File: config.mk
export PLATFORM = sky130hd
export DESIGN_NAME = counter_scheduler
export DESIGN_NICKNAME = d
export VERILOG_FILES = /design/src/rtl/counter_scheduler.sv
export SDC_FILE = /design/constraint.sdc
export NUM_CORES = 1
export LEC_CHECK = 0
export BUFFER_PORTS_ARGS = -buffer_cell sky130_fd_sc_hd__buf_4
export CAP_MARGIN = 20
export CORE_ASPECT_RATIO = 0.8
export CORE_UTILIZATION = 53
export DETAILED_ROUTE_END_ITERATION = 8
export PLACE_DENSITY = 0.76
export SETUP_SLACK_MARGIN = 0.5
export SYNTH_ARGS = -nofsm -noshare
export SYNTH_HDL_FRONTEND = slang
export SYNTH_SLANG_ARGS = --single-unit
File: constraint.sdc
create_clock -name clk -period 1.83 [get_ports clk]
set_input_delay 0 -clock clk [delete_from_list [all_inputs] [get_ports clk]]
set_output_delay 0 -clock clk [all_outputs]
set_load 0.05 [all_outputs]
File: src/rtl/counter_scheduler.sv
`default_nettype none
// ============================================================================
// Module   : counter_scheduler
// Purpose  : Walks a (step, limit, repeat) table, driving a wrap counter's
//            constants/reset and counting its clear pulses per entry.
// Revision : 1.0 - initial release
// ============================================================================
module counter_scheduler #(
    parameter int NUM_CFG = 4,
    parameter int CW      = 7,
    parameter int RW      = 4,
    localparam int IW     = (NUM_CFG > 1) ? $clog2(NUM_CFG) : 1
) (
    input  logic          clk,
    input  logic          reset_n,
    input  logic          cfg_we,
    input  logic [IW-1:0] cfg_idx,
    input  logic [CW-1:0] cfg_step,
    input  logic [CW-1:0] cfg_limit,
    input  logic [RW-1:0] cfg_reps,
    input  logic          start,
    input  logic          stop,
    input  logic          clr_in,
    output logic [CW-1:0] const1,
    output logic [CW-1:0] const2,
    output logic          cnt_reset,
    output logic          busy,
    output logic          done,
    output logic          err,
    output logic [IW-1:0] cur_idx,
    output logic [RW-1:0] wrap_cnt
);

    localparam logic [IW-1:0] c_LAST_IDX = IW'(NUM_CFG - 1);

    typedef enum logic [2:0] {
        S_IDLE = 3'd0,
        S_LOAD = 3'd1,
        S_RUN  = 3'd2,
        S_NEXT = 3'd3,
        S_DONE = 3'd4
    } state_t;

    state_t        r_state;
    logic [CW:0]   r_gap;
    logic [CW-1:0] r_tbl_step  [NUM_CFG];
    logic [CW-1:0] r_tbl_limit [NUM_CFG];
    logic [RW-1:0] r_tbl_reps  [NUM_CFG];

    logic [RW-1:0] w_wrap_nxt;
    logic [RW-1:0] w_cur_reps;
    logic          w_abort;

    assign w_wrap_nxt = wrap_cnt + 1'b1;
    assign w_cur_reps = r_tbl_reps[cur_idx];
    assign w_abort    = stop && ((r_state == S_LOAD) || (r_state == S_RUN) || (r_state == S_NEXT));

    always_ff @(posedge clk or negedge reset_n) begin
        if (!reset_n) begin
            r_state   <= S_IDLE;
            r_gap     <= '0;
            const1    <= '0;
            const2    <= '0;
            cnt_reset <= 1'b1;
            busy      <= 1'b0;
            done      <= 1'b0;
            err       <= 1'b0;
            cur_idx   <= '0;
            wrap_cnt  <= '0;
            for (int i = 0; i < NUM_CFG; i++) begin
                r_tbl_step[i]  <= '0;
                r_tbl_limit[i] <= '0;
                r_tbl_reps[i]  <= '0;
            end
        end else begin
            done <= 1'b0;
            if (w_abort) begin
                r_state   <= S_IDLE;
                busy      <= 1'b0;
                cnt_reset <= 1'b1;
            end else begin
                case (r_state)
                    S_IDLE: begin
                        if (cfg_we) begin
                            r_tbl_step[cfg_idx]  <= cfg_step;
                            r_tbl_limit[cfg_idx] <= cfg_limit;
                            r_tbl_reps[cfg_idx]  <= cfg_reps;
                        end
                        if (start) begin
                            r_state   <= S_LOAD;
                            cur_idx   <= '0;
                            err       <= 1'b0;
                            busy      <= 1'b1;
                            cnt_reset <= 1'b1;
                        end
                    end
                    S_LOAD: begin
                        const1   <= r_tbl_step[cur_idx];
                        const2   <= r_tbl_limit[cur_idx];
                        wrap_cnt <= '0;
                        r_gap    <= '0;
                        if (w_cur_reps == '0) begin
                            r_state   <= S_NEXT;
                            cnt_reset <= 1'b1;
                        end else begin
                            r_state   <= S_RUN;
                            cnt_reset <= 1'b0;
                        end
                    end
                    S_RUN: begin
                        // A clear in the same cycle as the timeout wins.
                        if (clr_in) begin
                            wrap_cnt <= w_wrap_nxt;
                            r_gap    <= '0;
                            if (w_wrap_nxt == w_cur_reps) begin
                                r_state   <= S_NEXT;
                                cnt_reset <= 1'b1;
                            end
                        end else if (r_gap == {1'b0, const2}) begin
                            err       <= 1'b1;
                            r_state   <= S_NEXT;
                            cnt_reset <= 1'b1;
                        end else begin
                            r_gap <= r_gap + 1'b1;
                        end
                    end
                    S_NEXT: begin
                        if (cur_idx == c_LAST_IDX) begin
                            r_state <= S_DONE;
                            done    <= 1'b1;
                        end else begin
                            cur_idx <= cur_idx + 1'b1;
                            r_state <= S_LOAD;
                        end
                    end
                    S_DONE: begin
                        r_state <= S_IDLE;
                        busy    <= 1'b0;
                    end
                    default: begin
                        r_state   <= S_IDLE;
                        busy      <= 1'b0;
                        cnt_reset <= 1'b1;
                    end
                endcase
            end
        end
    end

endmodule
`default_nettype wire

# After elaboration in Yosys (flattened, before gate mapping)
# Cells that the tools add are included.
[totals] ff_bits=107 output_inout_bits=24 inputBits=26
[classes] order_cmp=3 n_bitwise=3 eq_ne=18 n_reduce_logical=20 mux=47 addsub=3
[ops] op="$bwmux 28" count=2
[ops] op="$mux 7" count=5
[ops] op="$bmux 7 s2" count=2
[ops] op="$mux 3" count=6
[ops] op="$bwmux 16" count=1
[ops] op="$mux 4" count=4
[ops] op="$mux 8" count=2
[ops] op="$pmux 8 s2" count=1
[ops] op="$demux 7 s2" count=1
[ops] op="$mux 1" count=13
[ops] op="$pmux 3 s4" count=1
[ops] op="$reduce_and 3->1" count=4
[ops] op="$add 8x1->8 const B" count=1
[ops] op="$bmux 4 s2" count=1
[ops] op="$demux 4 s2" count=1
[ops] op="$eq 8x7->1" count=1
[ops] op="$ne 2x2->1 const B" count=4
[ops] op="$ne 4x3->1 const B" count=2
[ops] op="$pmux 4 s2" count=1
[ops] op="$reduce_and 4->1" count=2
[ops] op="$eq 3x2->1 const B" count=2
[ops] op="$ge 3x3->1 const B" count=2
[ops] op="$ne 2x1->1 const B" count=3
[ops] op="$ne 3x3->1 const B" count=2
[ops] op="other kinds (22)" count=30

# Logic depth before layout (Yosys ltp)
# Gate-level depths: netlist of the first run.
[depth] word_depth=9 depth_mapped=7 mapped_depth_nobuf=6

# Least setup slack after synthesis of the first run
# No wires, ideal clock.
[synth_path] path_kind="flip-flop to flip-flop" start="register cur_idx[0]" end="register cnt_reset" arrival_ns=2.203 stages_incl_launch_ff=7 setup_ns=0.087 setup_slack_ns=-0.461 synth_period_minus_slack_ns=2.291 path_cell_list="dfrtp_1 -> buf_6 -> mux4_2 -> xnor2_1 -> mux2_4 -> nor4_1 -> a211oi_1"
[synth_via] elab_chain_len=8 elab_cells_between_ends=11 cone_classes="eq/ne: 2; mux: 6; bitwise: 1; reduce/logical: 2"
[synth_rtl] item="start, declared" line="30" text="output logic [IW-1:0] cur_idx,"
[synth_rtl] item="start signal, assigned" line="132" text="cur_idx <= cur_idx + 1'b1;"
[synth_rtl] item="$not 2->3 (implied by the code) (*)" line="55" text="assign w_cur_reps = r_tbl_reps[cur_idx];"
[synth_rtl] item="$bmux 4 s2 (*)" line="55"
[synth_rtl] item="$mux 4 (implied by the code) (*) (2 in series)" line="55"
[synth_rtl] item="$logic_not 4->1" line="102" text="if (w_cur_reps == '0) begin"
[synth_rtl] item="$mux 1" line="102"
[synth_rtl] item="$pmux 1 s4" line="82" text="case (r_state)"
[synth_rtl] item="$mux 1" line="77" text="if (w_abort) begin"
[synth_rtl] item="end signal, assigned" line="80" text="cnt_reset <= 1'b1;"
[synth_rtl] item="end signal, assigned" line="104" text="cnt_reset <= 1'b1;"
[synth_rtl] item="end signal, assigned" line="107" text="cnt_reset <= 1'b0;"
[synth_rtl] item="end, declared" line="26" text="output logic cnt_reset,"
# Mark *: on every way between the ends. The rest lies on a longest branch, timed or not. The select of a mux whose other input is x is not followed.
# A chain may end at the register's enable or synchronous reset.

# Worst setup path after layout of the first run
[layout_path] start="register cur_idx[0]" end="register r_state[0]"
[layout_via] elab_chain_len=8 elab_cells_between_ends=13 cone_classes="eq/ne: 3; mux: 7; bitwise: 1; reduce/logical: 2"
[layout_rtl] item="$not 2->3 (implied by the code)" line="55"
[layout_rtl] item="$bmux 4 s2" line="55"
[layout_rtl] item="$mux 4 (implied by the code) (2 in series)" line="55"
[layout_rtl] item="$logic_not 4->1" line="102"
[layout_rtl] item="$mux 1" line="102"
[layout_rtl] item="$pmux 3 s4" line="82"
[layout_rtl] item="$mux 3" line="77"
[layout_rtl] item="end signal, assigned" line="78" text="r_state <= S_IDLE;"
[layout_rtl] item="end signal, assigned" line="103" text="r_state <= S_NEXT;"
[layout_rtl] item="end signal, assigned" line="106" text="r_state <= S_RUN;"
[layout_rtl] item="end, declared" line="44" text="state_t r_state;"
# Several ways; a longest one is shown, not always the timed one. The select of a mux whose other input is x is not followed.

==> impl_metrics.env, run 1 <==
export IMPL_tritoncts="yes"
export IMPL_crit_path_end="r_state[0]"
export IMPL_clkLatencyLatePin_ps=360
export IMPL_final_area_sq_um=7710
export IMPL_crit_family="multiplexers"
export IMPL_antennaDiodeCount=0
export IMPL_rr_endpoint="r_state[0]"
export IMPL_dp_hpwl_mm=7.27
export IMPL_cts_root_buf="clkbuf_16"
export IMPL_reg2reg_slack_ps=-350
export IMPL_std_cell_rows=31
export IMPL_fill_cells=384
export IMPL_fin_ws_ps=-349
export IMPL_synth_seq_area_share_pct=53.5
export IMPL_grt_usage_pct=33.8
export IMPL_yosysWarnings=0
export IMPL_num_vias=4192
export IMPL_finalCritPeriodShare_pct=119
export IMPL_min_path_type="input pin to flip-flop"
export IMPL_p_leak_nw=3.59
export IMPL_vias_per_cell=6.50
export IMPL_clockBufferDepth=2
export IMPL_first_global_vias=4053
export IMPL_slew_headroom_pct=59.4
export IMPL_final_antenna_net_count=0
export IMPL_htreeDepth=3
export IMPL_synthCells=374
export IMPL_crit_type="flip-flop to flip-flop"
export IMPL_clk_pin_slew_ps=80
export IMPL_required_ps=2080
export IMPL_yosys_most_used_dff="dfrtp_1"
export IMPL_syn_area_per_cell_sq_um=13.4
export IMPL_finish_utilization_pct=84.5
export IMPL_status="finished with violations"
export IMPL_violations="setup timing"
export IMPL_period_needed_ps=2180
export IMPL_power_frac_seq_pct=32.3
export IMPL_synth_nets=403
export IMPL_finalPower_w=0.0135
export IMPL_crit_path_start_kind="flip-flop"
export IMPL_async_flop_share_pct=100
export IMPL_grt_ovfl_total=0
export IMPL_cp_data_arrival_time_ps=2430
export IMPL_port_buffers=49
export IMPL_die_w_um=111
export IMPL_finalHoldViolCount=0
export IMPL_drtIter0Drc=381
export IMPL_setup_violations=86
export IMPL_endpoint_kind="flip-flop"
export IMPL_crit_cells=6
export IMPL_p_int_w=0.00801
export IMPL_ir_drop_uv=1310
export IMPL_tightest_slew_ps=609
export IMPL_die_area_sq_um=9850
export IMPL_p_per_area_nw_per_um2=1750
export IMPL_cp_num_buf_inv=1
export IMPL_maxCapViolCount=0
export IMPL_synthToLayoutAreaGrowth_pct=53.8
export IMPL_skew_ps=9.53
export IMPL_syn_area_sq_um=5010
export IMPL_place_gp_congestion=0.854
export IMPL_cts_made_buffers=9
export IMPL_synth_area_leaders="dfrtp_1 (53%), mux2_1 (15%), mux4_2 (8.1%)"
export IMPL_cp_slowest_cell="mux4_2"
export IMPL_drt_first_pass_iters=6
export IMPL_rsz0062_at_grt="yes"
export IMPL_yosysTopAreaCell="dfrtp_1"
export IMPL_core_area_sq_um=9110
export IMPL_antenna_found_initial=0
export IMPL_path_max_fanout=4
export IMPL_yosysUniqueCellTypes=46
export IMPL_grt_pass1_wl_mm=24.2
export IMPL_drc=0
export IMPL_reg2regPathDepth=6
export IMPL_cts_sinks=107
export IMPL_tns_ps=-9080
export IMPL_initial_utilization_pct=55.0
export IMPL_setup_worst_path_start="cur_idx[0]"
export IMPL_synth_edff_count=0
export IMPL_p_comb_share_pct=53.9
export IMPL_holdWs_ps=67.6
export IMPL_crit_chain="buf_4, mux4_2, xnor2_2, a21oi_2, a221o_1, nor4_2"
export IMPL_switchingPower_w=0.00545
export IMPL_r2r_start="cur_idx[0]"
export IMPL_ys_seq_elements=107
export IMPL_layout_nets=554
export IMPL_die_y_um=89.0
export IMPL_io_pins=50
export IMPL_synth_top_cell_area_share_pct=52.9
export IMPL_max_freq_ghz=0.459
export IMPL_wire_per_inst_um=28.1
export IMPL_max_stage_delay_ps=600
export IMPL_placed_cell_area_sq_um=5940
export IMPL_drive_gt1_share_pct=62.1
export IMPL_final_max_slew_viol_count=0
export IMPL_grt_max_degree=108
export IMPL_switching_share_pct=40.5
export IMPL_wl_mm=18.1
export IMPL_p_clk_share_pct=13.8
==> through the flow <==
step	cells	worst slack, ps
floorplan	374	-220
global placement	550	-18.4
detailed placement	550	-104
CTS	629	-88.2
global route	645	-326
finish	645	-349
==> registers in the layout, summed over array words and instances, names as in the netlist <==
signal	flops
busy	1
cnt_reset	1
const1	7
const2	7
cur_idx	2
done	1
err	1
r_gap	8
r_state	3
r_tbl_limit	28
r_tbl_reps	16
r_tbl_step	28
wrap_cnt	4
==> worst min-delay path, cell delays in order <==
cell and delay [ps]:
buf_4 170, o21ai_0 100, nand2_1 60, a21oi_1 60
==> power groups by stage <==
| stage | sequential (W) | combinational [W] | clock, W |
|---|---|---|---|
| floorplan | 0.00460 | 0.00304 | 0 |
| detailed placement | 0.00413 | 0.00487 | 0 |
| CTS | 0.00415 | 0.00605 | 0.00180 |
| global route | 0.00438 | 0.00750 | 0.00193 |
| finish | 0.00434 | 0.00726 | 0.00186 |
| global placement | 0.00408 | 0.00474 | 0 |
==> cell usage in the layout (no fill, tap or decap), drive strengths merged, types with 2 or more instances in the layout <==
| cell | n |
|---|---|
| a2111oi | 5 |
| a211oi | 3 |
| a21oi | 7 |
| a22oi | 2 |
| and2 | 2 |
| and3 | 2 |
| buf | 130 |
| clkbuf | 14 |
| clkinv | 4 |
| dfrtp | 106 |
| dlygate4sd3 | 21 |
| ha | 3 |
| inv | 10 |
| mux2 | 74 |
| mux4 | 18 |
| nand2 | 57 |
| nand2b | 2 |
| nand3 | 5 |
| nand4 | 4 |
| nor2 | 13 |
| nor2b | 4 |
| nor3 | 4 |
| nor4 | 5 |
| o21ai | 3 |
| o22ai | 2 |
| xnor2 | 10 |
| xor2 | 8 |
==> how the worst min path moves through the flow <==
| stage | depth (start not counted) | end | startpoint | slack, ps |
|---|---|---|---|---|
| floorplan | 0 | busy | reset_n | -300 |
| CTS | 4 | busy | stop | 50 |
| finish | 4 | busy | stop | 70 |
| detailed placement | 2 | err | reset_n | 120 |
| global route | 4 | busy | stop | 90 |
| global placement | 2 | wrap_cnt[2] | reset_n | 110 |
==> routing by layer <==
metal | vias to the layer above | part of all wire, % | wire (um) | track usage, %
met5 | - | 0 | 0 | 0
met4 | 0 | 6.2 | 1120 | 17.7
met3 | 102 | 7.8 | 1410 | 5.63
met2 | 320 | 48 | 8630 | 55.7
met1 | 2138 | 38 | 6970 | 44.2
li1 | 1632 | - | - | -
==> area by class of cell <==
| class | instances | area (sq um) | share of cell area [%] |
|---|---|---|---|
| Tap cell | 115 | 144 | 1.87 |
| Timing Repair Buffer | 153 | 1640 | 21.3 |
| Sequential cell | 107 | 2690 | 34.9 |
| Inverter | 10 | 40.0 | 0.520 |
| Clock buffer | 12 | 236 | 3.07 |
| Multi-Input combinational cell | 244 | 2930 | 38.0 |
| Clock inverter | 4 | 27.5 | 0.357 |
==> logic make-up after synthesis <==
kind of cell,synth area share (%)
xor gates and xnor gates,3.15
muxes,25.0
DFF,53.5
adders and majority gates,0.749
and+or+nand+nor,10.6
AOI/OAI and AO/OA,4.24
buffers and inverters,2.85
==> cell usage after synthesis, types with 3 or more instances <==
cell type,n
dfrtp_1,106
mux4_2,18
mux2_1,65
nand3_1,5
buf_2,6
buf_6,3
nand2_1,52
o21ai_0,3
clkbuf_1,5
ha_1,3
xor2_1,8
mux2_2,8
nor2b_1,4
nand4_1,4
a211oi_1,3
a21oi_1,7
inv_1,10
nor2_1,13
a2111oi_2,5
xnor2_1,10
nor4_1,3
==> what timing repair did <==
action                                  in CTS  in global routing
cloned                                      10                  5
pin swaps                                   30                 20
resized for setup                          101                 48
endpoints found under the setup margin     103                107
buffers inserted                            32                 11
hold buffers                                21                  0
hold endpoints to repair                   182                  0
(Power assumes the default switching activity.)
==> inputs of run 2 (changes only) <==
- CORE_ASPECT_RATIO: 0.8 -> 0.7
==> run 2 against run 1 <==
  * The flow still finishes with violations (setup timing)
  * First-iteration DRC count shrank 54%
  * Die area is essentially flat
  * Sequential share of layout area is 5.2 points higher
  * Combinational power shrank 29%
  * Total power decreased by 16%
  * Worst hold slack improved by 1.5 ps
  * Fmax rose by 14%
  * Register-to-register slack gained 260 ps
  * Flip-flop and latch count stayed put
  * Critical path depth shrank 1
  * Via count fell by 19%
  * Routed wire length down 36%
  * Critical path type unchanged
  * Highest routed layer unchanged
==> impl_metrics.env, run 2 (same netlist as run 1, synthesis figures left out) <==
export IMPL_finalHoldViolCount=0
export IMPL_p_leak_nw=3.13
export IMPL_tightest_slew_ps=679
export IMPL_finalNonFillerCells=606
export IMPL_drc=0
export IMPL_fin_ws_ps=-85.1
export IMPL_layout_common_cells="dfrtp_1 (97), buf_4 (72), mux2_4 (56)"
export IMPL_wl_mm=11.5
export IMPL_grt_usage_pct=25.1
export IMPL_die_y_um=83.4
export IMPL_top_regs="r_tbl_limit x28, r_tbl_step x28, r_tbl_reps x16"
export IMPL_core_area_sq_um=9110
export IMPL_antenna_found_initial=0
export IMPL_layout_nets=506
export IMPL_htreeDepth=3
export IMPL_drt_first_pass_iters=4
export IMPL_dp_hpwl_mm=7.62
export IMPL_initial_utilization_pct=55.0
export IMPL_period_needed_ps=1920
export IMPL_synthToLayoutAreaGrowth_pct=33.6
export IMPL_grt_max_degree=52
export IMPL_path_max_fanout=7
export IMPL_grt_pass1_wl_mm=18.5
export IMPL_die_area_sq_um=9850
export IMPL_clkLatencyLatePin_ps=350
export IMPL_layout_commonest_cell="dfrtp_1"
export IMPL_grt_ovfl_total=0
export IMPL_place_gp_congestion=0.866
export IMPL_drtIter0Drc=175
export IMPL_holdWs_ps=69.1
export IMPL_antennaDiodeCount=0
export IMPL_p_per_area_nw_per_um2=1680
export IMPL_final_max_slew_viol_count=0
export IMPL_clockBufferDepth=2
export IMPL_ir_drop_uv=1020
export IMPL_cp_data_arrival_time_ps=2170
export IMPL_slew_headroom_pct=54.7
export IMPL_rsz0062_at_grt="yes"
export IMPL_tritoncts="yes"
export IMPL_max_freq_ghz=0.522
export IMPL_wire_per_inst_um=19.0
export IMPL_tns_ps=-165
export IMPL_finalCritPeriodShare_pct=105
export IMPL_crit_path_start_kind="flip-flop"
export IMPL_skew_ps=8.97
export IMPL_place_inst=558
export IMPL_setup_violations=2
export IMPL_port_buffers=49
export IMPL_finish_utilization_pct=73.5
export IMPL_required_ps=2090
export IMPL_status="finished with violations"
export IMPL_first_global_vias=3447
export IMPL_drive_gt1_share_pct=48.1
export IMPL_final_antenna_net_count=0
export IMPL_crit_type="flip-flop to flip-flop"
export IMPL_cts_root_buf="clkbuf_16"
export IMPL_std_cell_rows=29
export IMPL_vias_per_cell=5.57
export IMPL_num_vias=3376
export IMPL_io_pins=50
export IMPL_die_w_um=118
export IMPL_min_path_type="input pin to flip-flop"
export IMPL_cts_sinks=107
export IMPL_maxCapViolCount=0
export IMPL_cts_made_buffers=9
export IMPL_violations="setup timing"
export IMPL_clk_pin_slew_ps=70
export IMPL_endpoint_kind="flip-flop"
-- run 2: area by class of cell --
| type | count | area [sq um] |
|---|---|---|
| Tap cell | 124 | 155 |
| Inverter | 10 | 37.5 |
| Sequential cell | 107 | 2690 |
| Fill cell | 604 | 2410 |
| Clock buffer | 11 | 243 |
| Clock inverter | 5 | 41.3 |
| Timing Repair Buffer | 107 | 978 |
| Multi-Input combinational cell | 242 | 2550 |
-- run 2: worst max-delay path: stages (launching register included) --
cell and delay, ps:
dfrtp_2 460, mux4_2 560, xnor2_1 150, a21oi_1 90, a221o_1 300, nor4_2 250
-- run 2: layer usage --
metal | global-route usage [%] | wire length (um) | up-vias | share of wire [%]
met2 | 38.7 | 5330 | 101 | 46
met3 | 5.63 | 499 | 13 | 4.3
met5 | 0 | 0 | - | 0
li1 | - | - | 1540 | -
met4 | 7.11 | 118 | 0 | 1.0
met1 | 35.9 | 5580 | 1722 | 48
-- run 2: worst paths after layout --
path                       cells after the start               to       start  slack, ps
max                                            5       r_state[0]  cur_idx[0]        -90
min                                            4             busy        stop         70
max reg2reg                                    5       r_state[0]  cur_idx[0]        -90
min reg2reg                                    2        const1[6]   const1[6]        490
max in group asynchronous                      3  r_tbl_limit[22]     reset_n        930
min in group asynchronous                      2       r_state[0]     reset_n        230
-- run 2: power by group --
group          internal, W  switching (W)  total [W]
combinational      0.00275        0.00244    0.00519
sequential         0.00342       0.000756    0.00417
clock             0.000979       0.000898    0.00188
-- run 2: per-stage QoR --
stage | cell area (sq um) | total power (W) | worst slack [ps]
floorplan | 5340 | 0.00764 | -220
global placement | 5960 | 0.00877 | -27.7
detailed placement | 5960 | 0.00895 | -85.6
CTS | 6490 | 0.0110 | -102
global route | 6700 | 0.0118 | -208
finish | 6700 | 0.0112 | -85.1
-- run 2: what timing repair did --
item,CTS,global route
setup buffers,2,7
cloned,0,2
hold buffers,21,0
pin swaps,0,5
setup endpoints to repair,104,106
hold endpoints to repair,123,0
resized for setup,4,28
